[src/rtl/clkdiv_pkg.sv]
// rtl/clkdiv_pkg.sv - shared defaults for the fractional clock divider
`timescale 1ns/1ps
package clkdiv_pkg;
   localparam int INT_W_DEF   = 8;
   localparam int FRAC_W_DEF  = 2;
   localparam int MIN_INT_DIV = 2;
endpackage

[src/rtl/clkdiv_frac_acc.sv]
// rtl/clkdiv_frac_acc.sv - fractional phase accumulator; carry stretches a period by one cycle
`timescale 1ns/1ps
module clkdiv_frac_acc
   import clkdiv_pkg::*;
#(
   parameter int FRAC_W = FRAC_W_DEF
) (
   input  logic              clk,
   input  logic              rst,
   input  logic              clr,
   input  logic              start,
   input  logic [FRAC_W-1:0] frac_div,
   output logic              carry
);

   logic [FRAC_W-1:0] acc_q, acc_d;
   logic [FRAC_W:0]   sum;

   // carry is valid combinationally so the top can size the period being started
   always_comb begin
      sum   = {1'b0, acc_q} + {1'b0, frac_div};
      carry = sum[FRAC_W];
      acc_d = acc_q;
      if (clr) begin
         acc_d = '0;
      end else if (start) begin
         acc_d = sum[FRAC_W-1:0];
      end
   end

   always_ff @(posedge clk or posedge rst) begin
      if (rst) begin
         acc_q <= '0;
      end else begin
         acc_q <= acc_d;
      end
   end

endmodule

[src/rtl/clkdiv_fractional.sv]
// rtl/clkdiv_fractional.sv - fractional-N clock divider, average period int_div + frac_div/2^FRAC_W
`timescale 1ns/1ps
module clkdiv_fractional
   import clkdiv_pkg::*;
#(
   parameter int INT_W  = INT_W_DEF,
   parameter int FRAC_W = FRAC_W_DEF
) (
   input  logic              clkin,
   input  logic              rstn,
   input  logic              en,
   input  logic [INT_W-1:0]  int_div,
   input  logic [FRAC_W-1:0] frac_div,
   output logic              clkout
);

   // one extra bit so N + carry never overflows
   localparam int CW = INT_W + 1;

   logic [CW-1:0] k_q, k_d;
   logic [CW-1:0] p_q, p_d;
   logic [CW-1:0] n_ext, p_new;
   logic          run_q, run_d;
   logic          clkout_q, clkout_d;
   logic          start;
   logic          carry;

   clkdiv_frac_acc #(
      .FRAC_W (FRAC_W)
   ) u_acc (
      .clk      (clkin),
      .rst      (rstn),
      .clr      (!en),
      .start    (start),
      .frac_div (frac_div),
      .carry    (carry)
   );

   always_comb begin
      n_ext = {1'b0, int_div};
      if (n_ext < CW'(MIN_INT_DIV)) begin
         n_ext = CW'(MIN_INT_DIV);
      end
      p_new = n_ext + CW'(carry);
      start = en && (!run_q || (k_q == p_q - 1'b1));

      k_d      = k_q;
      p_d      = p_q;
      run_d    = run_q;
      clkout_d = clkout_q;
      if (!en) begin
         k_d      = '0;
         p_d      = '0;
         run_d    = 1'b0;
         clkout_d = 1'b0;
      end else if (start) begin
         k_d      = '0;
         p_d      = p_new;
         run_d    = 1'b1;
         clkout_d = (CW'(0) < (p_new >> 1));
      end else begin
         k_d      = k_q + 1'b1;
         clkout_d = (k_d < (p_q >> 1));
      end
   end

   always_ff @(posedge clkin or posedge rstn) begin
      if (rstn) begin
         k_q      <= '0;
         p_q      <= '0;
         run_q    <= 1'b0;
         clkout_q <= 1'b0;
      end else begin
         k_q      <= k_d;
         p_q      <= p_d;
         run_q    <= run_d;
         clkout_q <= clkout_d;
      end
   end

   assign clkout = clkout_q;

endmodule

[config.mk]
export PLATFORM = sky130hd
export DESIGN_NAME = clkdiv_fractional
export DESIGN_NICKNAME = d
export VERILOG_FILES = /design/src/rtl/clkdiv_pkg.sv /design/src/rtl/clkdiv_frac_acc.sv /design/src/rtl/clkdiv_fractional.sv
export SDC_FILE = /design/constraint.sdc
export NUM_CORES = 1
export LEC_CHECK = 0
export CORE_ASPECT_RATIO = 1.1
export CORE_MARGIN = 2
export CORE_UTILIZATION = 62
export DETAILED_ROUTE_END_ITERATION = 10
export PLACE_DENSITY = 0.85
export SYNTH_ARGS = -nofsm -noshare
export SYNTH_HDL_FRONTEND = slang
export SYNTH_SLANG_ARGS = --single-unit
[constraint.sdc]
create_clock -name clkin -period 8.23 [get_ports clkin]
set_clock_uncertainty 0.05 [all_clocks]
set_input_delay 1.646 -clock clkin [delete_from_list [all_inputs] [get_ports clkin]]
set_output_delay 1.646 -clock clkin [all_outputs]
set_load 0.05 [all_outputs]
==> impl_metrics.yaml <==
run_status:
  outcome: "complete, no violations"
drt:
  ant_nets: 0
  wl_per_cell_um: 14.4
  top_layer: "met4"
  drt_first_pass_iters: 4
  first_iter_violations: 18
  dr_wl_met3_um: 92
  avgViaCountPerCell: 5.84
  remaining_drc_errors: 0
  routed_wl_um: 3210
  wl_met1_um: 1490
  met2_length_um: 1580
  vias: 1297
die:
  fp.dieH_um: 58.1
  initial_core_util_pct: 65.5
  pin_count: 14
  fp.coreArea_mm2: 0.00252
  chipWidth_um: 53.2
  dieArea_mm2: 0.00309
  rows: 19
job:
  maxCapViolCount: 0
layout:
  drive_gt1_share_pct: 5.24
  n_antenna_cell: 0
  area_growth_pct: 9.33
  nets: 219
  fin_area_mm2: 0.00180
critical_path:
  worstSetupStartpointType: "input pin"
  crit_chain: "clkdlybuf4s50_1 > or3_1 > or4_1 > o21a_1 > ha_1 > ha_1 > and2_1 > or4_1 > o31ai_1 > mux2i_1"
  path_class: "in2reg"
  cp.arrival_ps: 4560
  end_kind: "flip-flop"
  r2r_start: "p_q[3]$_DFFE_PP0P_"
  reg2reg_to: "p_q[2]$_DFFE_PP0P_"
  crit_path_top_delay_cell: "clkdlybuf4s50_1"
  rr_worst_depth: 6
  max_stage_delay_ps: 500
  critPathRequiredTime_ps: 8380
  rrSetupSlack_ps: 5190
  path_max_fanout: 5
clock_tree:
  cts_tree: "yes"
  post-cts-setup-buffers: 0
  cts_max_path_buffers: 2
  clk-insertion-delay-late_ps: 300
  cts_buffers: 3
  clock-sinks: 22
  ctsHoldBuffers: 0
  clk_pin_slew_ps: 110
  cts-root-buf: "clkbuf_4"
  htree_levels: 1
  post_cts_resized: 0
grt:
  grt_start_max_net_pins: 23
  grt_overflow: 0
  grt_pass1_wl_um: 5730
  grt_pass1_vias: 1385
  antenna_found_initial: 0
  grt_usage_pct: 24.7
synthesis:
  syn_area_mm2: 0.00165
  synth_enable_flop_cells: 0
  synth.most_common_cell: "dfrtp_1"
  synthArstFlopShare_pct: 100
  synthTopCellsByArea: "dfrtp_1 (33%), ha_1 (9.1%), xnor2_1 (6.9%)"
  synthFlopType: "dfrtp_1"
  synthTopCellsByCount: "dfrtp_1 (22), inv_1 (19), nand2_1 (15)"
  synth_seq_cells: 22
  synth_top_cell_area_share_pct: 33.4
  ys_seq_area_share_pct: 33.4
  syn-num-nets: 207
  avgSynthCellArea_um2: 9.12
  synth_cell_types: 41
  yosys_warnings: 0
  synthCells: 181
  yosysTopAreaCell: "dfrtp_1"
min_path:
  hold_path_class: "reg2reg"
  holdPathStages: 2
  min_to: "u_acc.acc_q[0]$_DFFE_PP0P_"
  worstHoldStart: "u_acc.acc_q[0]$_DFFE_PP0P_"
timing:
  period_minus_slack_ps: 4410
  setup_slack_ps: 3820
  tns_ps: 0
  rsz0062_at_grt: "false"
  fin_crit_sh_pct: 53.6
  relSlewSlack_pct: 45.0
  setup_violations: 0
  slew_violations: 0
  max_freq_mhz: 227
  worst_pin_slew_ps: 824
  final_hold_viol_count: 0
power_and_ir_drop:
  vdd_drop_max_v: 0.000107
  power_density_mw_per_mm2: 125
  p_leak_uw: 0.000818
  p_total_uw: 225
placed_design:
  place_hpwl_um: 2530
  place_congestion: 0.859
  dp_slack_ps: 3500
  place.port_buffers: 13
  placed_area_mm2: 0.00178
## report_power, final
group	internal, µW	total [µW]	switching (µW)
clock network	17.1	47.6	30.6
registers	113	120	6.83
logic	26.4	57.4	31.0
## critical path, delay by kind of cell
kind / cells / cell delay [ps]
AOI/OAI and AO/OA: 2 / 380
buffers and inverters: 1 / 500
muxes: 1 / 90
adders and majority gates: 2 / 470
and+or+nand+nor: 4 / 1460
## how the worst max path moves through the flow
stage                from          endpoint  slack (ps)  cells after the start
6_report       int_div[4]  clkout$_DFF_PP0_        3820                     10
5_1_grt        int_div[3]  clkout$_DFF_PP0_        3620                     10
4_1_cts        int_div[4]  clkout$_DFF_PP0_        3830                     10
3_5_place_dp   int_div[3]  clkout$_DFF_PP0_        3500                     10
3_3_place_gp   int_div[4]  clkout$_DFF_PP0_        3590                     10
2_1_floorplan  int_div[4]  clkout$_DFF_PP0_        4170                      9
## layout by cell type (no fill, tap or decap), types with 7 or more instances in the layout
cell,count
ha_1,12
nand2_1,15
xor2_1,9
clkdlybuf4s50_1,13
dfrtp_1,22
and3_1,9
xnor2_1,13
inv_1,19
a211oi_1,7
a21oi_1,7
nand3_1,8
nor2_1,7
## metal layers
layer	up-vias	track usage (%)
met2	23	43.4
met3	5	1.55
met1	610	31.4
met5	-	0
met4	0	9.52
li1	659	-
## logic make-up after synthesis
family,count (synthesis),synth area share [%]
adders and majority gates,13,10.3
AOI/OAI and AO/OA,33,14.6
DFF,22,33.4
buffers and inverters,25,6.60
and+or+nand+nor,60,19.8
muxes,6,3.64
xor gates and xnor gates,22,11.7
## metrics by stage
stage	instances	hold slack, ps	utilization [%]
6_report	222	516	71.6
5_1_grt	222	543	71.6
4_1_cts	222	517	71.6
3_5_place_dp	219	499	70.7
3_3_place_gp	219	479	70.7
2_1_floorplan	181	447	-
## area by class of cell
class / count / area [µm²]
Clock buffer: 3 / 22.5
Fill cell: 196 / 716
Inverter: 19 / 71.3
Multi-Input combinational cell: 134 / 991
Sequential cell: 22 / 551
Tap cell: 31 / 38.8
Timing Repair Buffer: 13 / 130
## sequential cells by signal (all words and copies together) (netlist names)
| register | flops |
|---|---|
| k_q | 9 |
| p_q | 9 |
| u_acc.acc_q | 2 |
| clkout | 1 |
| run_q | 1 |
No activity file was read; power rests on OpenSTA's default activity.
